[config.mk]
export PLATFORM = sky130hd
export DESIGN_NAME = uart_rx_fifo
export DESIGN_NICKNAME = d
export VERILOG_FILES = /design/src/rtl/uart_pkg.sv /design/src/rtl/uart_edge_detect.sv /design/src/rtl/uart_rx_fifo.sv
export SDC_FILE = /design/constraint.sdc
export NUM_CORES = 1
export LEC_CHECK = 0
export ABC_AREA = 1
export CORE_UTILIZATION = 50
export CTS_CLUSTER_DIAMETER = 50
export DETAILED_ROUTE_END_ITERATION = 10
export PLACE_DENSITY = 0.68
export SETUP_SLACK_MARGIN = 0.5
export SYNTH_ARGS = -nofsm -noshare
export SYNTH_HDL_FRONTEND = slang
export SYNTH_SLANG_ARGS = --single-unit
[constraint.sdc]
create_clock -name clk -period 3.19 [get_ports clk]
set_input_delay 0.638 -clock clk [delete_from_list [all_inputs] [get_ports clk]]
set_output_delay 0.638 -clock clk [all_outputs]
set_load 0.01 [all_outputs]
[src/rtl/uart_pkg.sv]
// rtl/uart_pkg.sv - shared UART byte width and received-entry type
package uart_pkg;

   localparam int UART_DATA_W = 8;

   typedef struct packed {
      logic                   err;
      logic [UART_DATA_W-1:0] data;
   } rx_entry_t;

endpackage

[src/rtl/uart_edge_detect.sv]
// rtl/uart_edge_detect.sv - 1-bit rising-edge detector with selectable reset value
module uart_edge_detect #(
   parameter logic RESET_VAL = 1'b0
) (
   input  logic clk,
   input  logic rst,
   input  logic din,
   output logic rise
);

   logic din_q;
   logic din_d;

   always_comb begin
      din_d = din;
   end

   always_ff @(posedge clk or posedge rst) begin
      if (rst) begin
         din_q <= RESET_VAL;
      end else begin
         din_q <= din_d;
      end
   end

   assign rise = din & ~din_q;

endmodule

[src/rtl/uart_rx_fifo.sv]
// rtl/uart_rx_fifo.sv - FWFT receive FIFO behind Uart8; UART_RX_FIFO_DROP_ERR_EN discards errored frames
module uart_rx_fifo
   import uart_pkg::*;
#(
   parameter int DEPTH  = 16,
   parameter int ADDR_W = $clog2(DEPTH)
) (
   input  logic                   clk,
   input  logic                   rst,
   input  logic                   rx_done,
   input  logic                   rx_err,
   input  logic [UART_DATA_W-1:0] rx_byte,
   output logic                   out_valid,
   input  logic                   out_ready,
   output logic [UART_DATA_W-1:0] out_data,
   output logic                   out_err,
   output logic [ADDR_W:0]        count,
   output logic                   full,
   output logic                   empty,
   output logic                   overflow,
   input  logic                   overflow_clr
);

   generate
      if ((DEPTH < 2) || ((DEPTH & (DEPTH - 1)) != 0)) begin : g_depth_check
         $error("uart_rx_fifo: DEPTH must be a power of two and at least 2");
      end
   endgenerate

`ifdef UART_RX_FIFO_DROP_ERR_EN
   typedef logic [UART_DATA_W-1:0] mem_t;
`else
   typedef rx_entry_t mem_t;
`endif

   mem_t            mem_q [DEPTH];
   mem_t            wr_entry;
   mem_t            head;
   logic [ADDR_W:0] wr_ptr_q, wr_ptr_d;
   logic [ADDR_W:0] rd_ptr_q, rd_ptr_d;
   logic            overflow_q, overflow_d;
   logic            push_req;
   logic            push_ok;
   logic            push_acc;
   logic            drop;
   logic            pop;

   // Reset value 1 keeps an rx_done that is already high at reset release from pushing.
   uart_edge_detect #(
      .RESET_VAL(1'b1)
   ) u_done_edge (
      .clk (clk),
      .rst (rst),
      .din (rx_done),
      .rise(push_req)
   );

   assign empty     = (rd_ptr_q == wr_ptr_q);
   assign full      = (rd_ptr_q[ADDR_W] != wr_ptr_q[ADDR_W]) &&
                      (rd_ptr_q[ADDR_W-1:0] == wr_ptr_q[ADDR_W-1:0]);
   assign count     = wr_ptr_q - rd_ptr_q;
   assign out_valid = ~empty;
   assign overflow  = overflow_q;
   assign head      = mem_q[rd_ptr_q[ADDR_W-1:0]];

`ifdef UART_RX_FIFO_DROP_ERR_EN
   assign push_ok  = push_req & ~rx_err;
   assign wr_entry = rx_byte;
   assign out_data = head;
   assign out_err  = 1'b0;
`else
   assign push_ok  = push_req;
   assign wr_entry = '{err: rx_err, data: rx_byte};
   assign out_data = head.data;
   assign out_err  = head.err;
`endif

   always_comb begin
      pop        = out_valid & out_ready;
      push_acc   = push_ok & (~full | pop);
      drop       = push_ok & full & ~pop;
      wr_ptr_d   = wr_ptr_q;
      rd_ptr_d   = rd_ptr_q;
      overflow_d = overflow_q;
      if (push_acc) begin
         wr_ptr_d = wr_ptr_q + 1'b1;
      end
      if (pop) begin
         rd_ptr_d = rd_ptr_q + 1'b1;
      end
      // A drop in the same cycle as a clear leaves the flag set.
      if (drop) begin
         overflow_d = 1'b1;
      end else if (overflow_clr) begin
         overflow_d = 1'b0;
      end
   end

   always_ff @(posedge clk or posedge rst) begin
      if (rst) begin
         wr_ptr_q   <= '0;
         rd_ptr_q   <= '0;
         overflow_q <= 1'b0;
      end else begin
         wr_ptr_q   <= wr_ptr_d;
         rd_ptr_q   <= rd_ptr_d;
         overflow_q <= overflow_d;
      end
   end

   always_ff @(posedge clk) begin
      if (push_acc) begin
         mem_q[wr_ptr_q[ADDR_W-1:0]] <= wr_entry;
      end
   end

endmodule

# Yosys cells after proc, flatten, opt, wreduce, memory -nomap -nowiden
# Memory sizes are Yosys's and may differ from the RTL's.
# Cells that the tools add are included.
# Widths: inputs -> output; s select.
dict set report totals {
  mem_count 1
  output_inout_bits 18
  register_bits 12
  elab_cells 27
  input_bits 14
  mem_bits_rw 144
}
# memory words word_bits rd rd_ports_with_merged_regs wr line
set memory_table {}
lappend memory_table {mem_q 16 9 1 0 1 uart_rx_fifo.sv:36} ;# mem_t mem_q [DEPTH];
dict set report classes {
  n_eq_ne 3
  reduce_logical 2
  bitwise_logic 10
  muxes 4
  n_addsub 3
}
# cell n
set ops {}
lappend ops {{$add 5x1->5 const B} 2}
lappend ops {{$and 1x1->1} 5}
lappend ops {{$eq 5x5->1} 1}
lappend ops {{$sub 5x5->5} 1}
lappend ops {{$eq 4x4->1} 1}
lappend ops {{$mux 1} 4}
lappend ops {{$not 1->1} 4}
lappend ops {{$reduce_bool 2->1} 1}
lappend ops {{$logic_and 1x1->1} 1}
lappend ops {{$ne 1x1->1} 1}
lappend ops {{$or 1x1->1} 1}

# Depth between registers and ports, before layout
# Gate-level depths: netlist of the first run.
dict set report depth {
  depth_word 7
  ltp_mapped 12
  mapped_depth_nobuf 10
}

# By module
# A second synthesis of the first run with hierarchy kept.
dict set report unflattened {
  hier_cells 754
  hier_area_um2 7220.7
}
# mod seq_area_each_um2 area_each_um2 cells_per_inst instances
set by_module_without_submodules {}
lappend by_module_without_submodules {uart_rx_fifo 4599.4 7180.6 750 1}
lappend by_module_without_submodules {uart_edge_detect 26.3 40.0 4 1}

# Least setup slack after synthesis of the first run
# No wires, ideal clock.
dict set report synth_path {
  path_type {register to register}
  start {register rd_ptr_q[1]}
  end {memory mem_q[12][0] (netlist name), enable pin}
  path_slack_ns 0.837
  setup_ns 0.374
  arrival_ns 1.979
  stages_incl_launch_ff 11
  period_less_slack_ns 2.353
  required_ns 2.816
  n_path_buf 3
  path_cell_list {dfrtp_1 > inv_1 > buf_2 > buf_2 > ha_1 > nand2_1 > nor2_4 > nand4_4 > nand2_2 > buf_4 > nor2_1}
}
dict set report synth_via {
  elab_chain_cells 7
  elab_cells_between_ends 10
  classes_between {2 x eq/ne; 2 x mux; 5 x bitwise; 1 x reduce/logical}
}
# item line
set synth_rtl {}
lappend synth_rtl {{start: declaration} uart_rx_fifo.sv:40} ;# logic [ADDR_W:0] rd_ptr_q, rd_ptr_d;
lappend synth_rtl {{start signal: assignment} uart_rx_fifo.sv:106} ;# rd_ptr_q <= rd_ptr_d;
lappend synth_rtl {{$eq 5x5->1 / $eq 4x4->1 (equally long branches)} {uart_rx_fifo.sv:58, uart_rx_fifo.sv:60}}
lappend synth_rtl {{$not 1->1 / $logic_and 1x1->1 (equally long branches)} {uart_rx_fifo.sv:62, uart_rx_fifo.sv:59}}
lappend synth_rtl {{$and 1x1->1 / $not 1->1 (equally long branches)} {uart_rx_fifo.sv:79, uart_rx_fifo.sv:80}}
lappend synth_rtl {{$or 1x1->1 (*)} uart_rx_fifo.sv:80} ;# push_acc = push_ok & (~full | pop);
lappend synth_rtl {{$and 1x1->1 (*)} uart_rx_fifo.sv:80}
lappend synth_rtl {{$mux 1 (*)} uart_rx_fifo.sv:112} ;# if (push_acc) begin
lappend synth_rtl {{$mux 1 (implied by the code) (*)} uart_rx_fifo.sv:113} ;# mem_q[wr_ptr_q[ADDR_W-1:0]] <= wr_entry;
lappend synth_rtl {{end: declaration} uart_rx_fifo.sv:36}
# Every way passes the cells marked *; elsewhere a longest branch is shown, timed or not.

# Worst setup path in the final report of the first run
dict set report layout_path {
  start {register rd_ptr_q[0]}
  end {output count[1]}
}
dict set report layout_via {
  elab_chain_cells 1
}
# item line
set layout_rtl {}
lappend layout_rtl {{$sub 5x5->5} uart_rx_fifo.sv:61} ;# assign count = wr_ptr_q - rd_ptr_q;
lappend layout_rtl {{end: declaration} uart_rx_fifo.sv:17} ;# output logic [ADDR_W:0] count,
# No other way between the ends.

==> summary.md, run 1 <==
| Metric | Value |
|---|---|
| Top Ports | `32` |
| Busiest grt layer | `met2` |
| Reg2reg start | `rd_ptr_q[0]` |
| Root buffer cell | `clkbuf_16` |
| Post-Place Worst Slack | `0.499 ns` |
| CTS tree | `done` |
| Placed Instance Area | `7820 µm²` |
| Post-route ant nets | `0` |
| Synth Instances | `753` |
| Placed Cells | `960` |
| CP Capture Type | `output pin` |
| Via density | `5.05` |
| Startpoint types | `flop` |
| Post-route design area | `8750 µm²` |
| DRT Wirelength | `16800 µm` |
| Max Root-Sink Buffers | `2` |
| FF/Latch Area | `4630 µm²` |
| Synth-to-Final Area Change | `21.4%` |
| Pwr Density | `892 nW/µm²` |
| Slew Viols, Final | `0` |
| Max frequency | `371 MHz` |
| Register area share after synthesis | `0.642` |
| Worst-path clk slew | `0.06 ns` |
| Max-Cap Viols | `0` |
| GRT Util Overall | `0.233` |
| Cell Chain, Critical Path | `buf_4 -> ha_4 -> inv_1 -> fa_2 -> dlygate4sd2_1` |
| Ys async rst share | `0.0769` |
| Synth top cells by count | `nand2_1 (260), inv_1 (152), edfxtp_1 (144), nand3_1 (102), nor2_1 (21)` |
| Top-count cell post-synth | `nand2_1` |
| Worst setup path class | `flop to output pin` |
| CP max-delay cell | `dfrtp_2` |
| Hold buffers post-CTS | `0` |
| Die Ht | `122 µm` |
| Std cell rows | `43` |
| Critical path fanouts, max | `6` |
| Layout cell share with drive strength beyond 1 | `0.127` |
| Final TNS setup | `0 ns` |
| Nets | `841` |
| IO buf count | `31` |
| Design Power | `7.80 mW` |
| VDD IR-drop max | `0.000663 V` |
| Worst path max stage delay | `0.49 ns` |
| Clock skew | `0.00765 ns` |
| Finished Core Util | `0.625` |
| Antenna violations before repair | `0` |
| Routing usage on met3 | `0.0557` |
| Remaining DRCs | `0` |
| RSZ-0062 raised after global routing | `yes` |
| Status | `finished, final reports clean` |
| Die X | `122 µm` |
| H-tree depth | `4` |
| Initial Util | `0.515` |
| Syn nets | `777` |
| Vias | `5100` |
| R2R cell count | `8` |
| Clock Sinks | `156` |
| CP Data Arrival Time | `2.05 ns` |
| Leading area contributor after synthesis | `edfxtp_1` |
| Worst Hold Class | `flop to flop` |
| WP data required | `2.55 ns` |
| First-pass GRT wire length | `24900 µm` |
| Iter 0 DRT Violations | `587` |
| Ys flop type | `edfxtp_1` |
| FF-to-FF End | `mem_q[11][7]` |
| Yosys top cell area share | `0.600` |
| Clk Latency, worst-skew pair | `0.43 ns` |
| Synth Register Bits | `156` |
| Grt total ovfl | `0` |
| Top cells by area, synth | `edfxtp_1 (60%), nand2_1 (14%), inv_1 (7.9%)` |
| Initial DRT Pass Iterations | `5` |
| R2R Setup Slk | `1.03 ns` |
| Largest net degree at the start of global routing | `39` |
| Die Area | `14900 µm²` |
| Hold_sp | `wr_ptr_q[4]` |
| # setup viols final | `0` |
| GP Congestion | `0.795` |
| Syn_area_per_cell | `9.57 µm²` |
| Grt met2 use | `0.362` |
| Drt wl/cell | `16.6 µm` |
| Actual slew at the worst max-slew pin | `0.752 ns` |
| Leakage | `3.96 nW` |
| Final hold vios | `0` |
| Final worst-path setup slack | `0.497 ns` |
| Fillcell total | `1114` |
| Core box area | `14000 µm²` |
| Final Non-Filler Cells | `1010` |
| Post-synth EDFFs | `144` |
| Num CTS Buffers | `17` |
| Yosys warns | `0` |
| DP HPWL | `9610 µm` |
| Area of the multi-input gates | `1910 µm²` |
| Worst hold path cell count | `2` |
| Vias in the first global route | `4728` |
| WHS | `0.532 ns` |
| Hold path endpoint | `wr_ptr_q[4]` |
| Ant diodes | `0` |
| Netlist Area Pre-Place | `7210 µm²` |
| Slew margin rel. | `0.497` |
| M1 GR Usage | `0.303` |
| Yosys cell types | `22` |
| Post-layout min period | `2.69 ns` |
| Crit share post-route | `0.844` |
## metal layers
metal	vias up	routed length (µm)
met5	-	0
met4	0	554
met2	226	7910
met3	38	1410
met1	2341	6930
li1	2495	-
## worst max-delay path, delay by kind of cell, from the launching register on
kind	cells	cell delay, ns
adder cells (fa/ha/maj)	2	0.59
flip-flops	1	0.49
buffers and inverters	3	0.55
## report_power, final
group,switching (mW),total [mW],internal (mW)
clock,0.795,2.04,1.25
combinational,1.96,3.29,1.33
sequential,0.102,2.47,2.37
## cells in the final DEF (no fill, tap or decap), types with 6 or more instances in the layout
cell	netlist	final
nor2_1	21	20
xor2_1	8	8
nand3_1	102	99
inv_1	152	149
clkinvlp_4	0	6
ha_1	9	6
nand2_1	260	260
dfrtp_1	11	10
clkbuf_2	0	9
clkdlybuf4s50_1	0	15
clkbuf_16	0	21
edfxtp_1	144	144
buf_4	2	28
## cell families after synthesis
kind of cell	synth area share
buf+inv	0.101
simple gates	0.225
fa+ha+maj	0.0184
flops	0.642
compound gates	0.00417
xor+xnor	0.00972
## worst max path at each step
| stage | start | end | slack, ns | cells after the start |
|---|---|---|---|---|
| finish | rd_ptr_q[0] | count[1] | 0.50 | 5 |
| detailed placement | wr_ptr_q[0] | count[4] | 0.50 | 8 |
| floorplan | rd_ptr_q[1] | mem_q[12][0] | 0.84 | 10 |
| global placement | wr_ptr_q[0] | count[4] | 0.57 | 8 |
| CTS | rd_ptr_q[0] | out_err | 0.32 | 10 |
| global route | rd_ptr_q[0] | count[4] | 0.46 | 8 |
## flip-flops by register name, indices dropped and copies added (netlist names)
signal             count
mem_q                144
overflow               1
rd_ptr_q               5
u_done_edge.din_q      1
wr_ptr_q               5
## area by class of cell
cell class / count / area share
sequential: 156 / 0.529
multi-input combinational: 413 / 0.219
timing repair buffer: 73 / 0.0885
inverter: 155 / 0.0679
clock buffer: 18 / 0.0502
tap: 180 / 0.0257
clock inverter: 14 / 0.0193
timing repair inverter: 1 / 0.000715
## timing repair
action | in CTS | in global routing
buffers inserted | 4 | 7
setup endpoints to repair | 16 | 11
resized for setup | 27 | 30
cloned | 2 | 5
Power figures use the tool's default switching activity.
==> inputs of run 2 (changes only) <==
- PLACE_DENSITY: 0.68 -> 0.7
- clock period: 3.19 -> 2.2 ns (I/O delays scaled with it)
==> summary.md, run 2 (synthesis results as in run 1) <==
| Metric | Value |
|---|---|
| Clock Sinks | `156` |
| Design Power | `13.4 mW` |
| Most frequent cells in the layout | `nand2_1 (212), edfxtp_1 (144), inv_1 (143)` |
| WP data required | `1.76 ns` |
| Grt total ovfl | `0` |
| Core box area | `14000 µm²` |
| Remaining DRCs | `0` |
| Nets | `897` |
| Largest register FFs | `144` |
| Worst setup path class | `flop to output pin` |
| Placed Instance Area | `8230 µm²` |
| Post-route design area | `10200 µm²` |
| Slew margin rel. | `0.451` |
| DP HPWL | `11200 µm` |
| Hold buffers post-CTS | `0` |
| DRT Wirelength | `22100 µm` |
| Antenna violations before repair | `0` |
| GP Congestion | `0.825` |
| Top Ports | `32` |
| CTS tree | `done` |
| Max frequency | `411 MHz` |
| Synth-to-Final Area Change | `41.4%` |
| Worst Hold Class | `input pin to asynchronous set/reset pin` |
| VDD IR-drop max | `0.00112 V` |
| Drt wl/cell | `20.7 µm` |
| CP Capture Type | `output pin` |
| Pwr Density | `1310 nW/µm²` |
| Worst-path clk slew | `0.06 ns` |
| First-pass GRT wire length | `32500 µm` |
| Commonest non-fill, non-tap cell in the layout | `nand2_1` |
| Num CTS Buffers | `17` |
| Placed Cells | `972` |
| H-tree depth | `4` |
| R2R Setup Slk | `0 ns` |
| Vias in the first global route | `5959` |
| Via density | `5.54` |
| Max Root-Sink Buffers | `2` |
| Die X | `122 µm` |
| Failing checks | `negative setup slack` |
| Post-route ant nets | `0` |
| Vias | `5908` |
| IO buf count | `31` |
| Final Non-Filler Cells | `1066` |
| Final hold vios | `0` |
| Post-layout min period | `2.43 ns` |
| RSZ-0062 raised after global routing | `yes` |
| GRT Util Overall | `0.307` |
| Final TNS setup | `-1.71 ns` |
| Clock skew | `0.00582 ns` |
| Die Ht | `122 µm` |
| # setup viols final | `18` |
| Max-Cap Viols | `0` |
| CP Data Arrival Time | `1.99 ns` |
| Fillcell total | `873` |
| Initial DRT Pass Iterations | `5` |
| Iter 0 DRT Violations | `808` |
| Ant diodes | `0` |
| Status | `complete, but fails checks` |
| Startpoint types | `flop` |
| Largest net degree at the start of global routing | `27` |
| Die Area | `14900 µm²` |
| Slew Viols, Final | `0` |
| Clk Latency, worst-skew pair | `0.43 ns` |
| Initial Util | `0.515` |
| Layout cell share with drive strength beyond 1 | `0.290` |
| Actual slew at the worst max-slew pin | `0.820 ns` |
| Root buffer cell | `clkbuf_16` |
| Critical path fanouts, max | `5` |
| Std cell rows | `43` |
| Leakage | `4.53 nW` |
| Crit share post-route | `1.10` |
| Final worst-path setup slack | `-0.230 ns` |
run 2: stage by stage:
stage | worst slack, ns | hold WS [ns] | util
5_1_grt | -0.302 | 0.364 | 0.728
6_report | -0.230 | 0.327 | 0.728
3_3_place_gp | -0.0593 | 0.511 | 0.588
3_5_place_dp | -0.0554 | 0.520 | 0.588
2_1_floorplan | 0.345 | 0.304 | -
4_1_cts | -0.147 | 0.340 | 0.700
run 2: layout make-up:
| cell class | instances | area, µm² | share of cell area |
|---|---|---|---|
| multi-input combinational | 413 | 2360 | 0.232 |
| tap | 180 | 225 | 0.0221 |
| clock inverter | 11 | 149 | 0.0146 |
| clock buffer | 21 | 440 | 0.0432 |
| inverter | 155 | 599 | 0.0588 |
| sequential | 156 | 4630 | 0.454 |
| timing repair buffer | 130 | 1780 | 0.175 |
run 2: what timing repair did:
action	in CTS	in global routing
buffers inserted	41	6
pin swaps	22	30
endpoints found under the setup margin	167	171
resized for setup	143	85
gates cloned	12	3
run 2: layer usage:
metal,vias up,wire [µm],part of all wire,track usage
li1,2611,-,-,-
met1,2861,8080,0.37,0.374
met2,357,11000,0.50,0.501
met3,79,2040,0.092,0.0721
met4,0,998,0.045,0.171
met5,-,0,0,0
run 2: worst max-delay path, cell delays in order, from the launching register on:
cell and delay (ns):
dfrtp_2 0.48, inv_4 0.13, buf_8 0.14, buf_12 0.12
clkbuf_16 0.15, nand2_2 0.05, nand3_2 0.05, nand2_1 0.06
nand2_1 0.07, nand2_1 0.06, inv_1 0.07, nand2_1 0.06
buf_2 0.13
run 2: final timing paths:
path | start | endpoint | cells after the start
min in group clk | rx_done | u_done_edge.din_q | 1
setup / recovery | rd_ptr_q[0] | out_data[0] | 12
hold / removal | rst | wr_ptr_q[4] | 2
max in group asynchronous | rst | rd_ptr_q[0] | 2
hold reg to reg | overflow | overflow | 2
setup reg to reg | rd_ptr_q[2] | mem_q[2][4] | 13
run 2: power breakdown:
| part | internal, mW | switching, mW | leakage, nW |
|---|---|---|---|
| logic | 3.07 | 3.75 | 2.80 |
| registers | 3.43 | 0.124 | 1.45 |
| clock network | 1.87 | 1.12 | 0.286 |
| total | 8.38 | 5.00 | 4.53 |
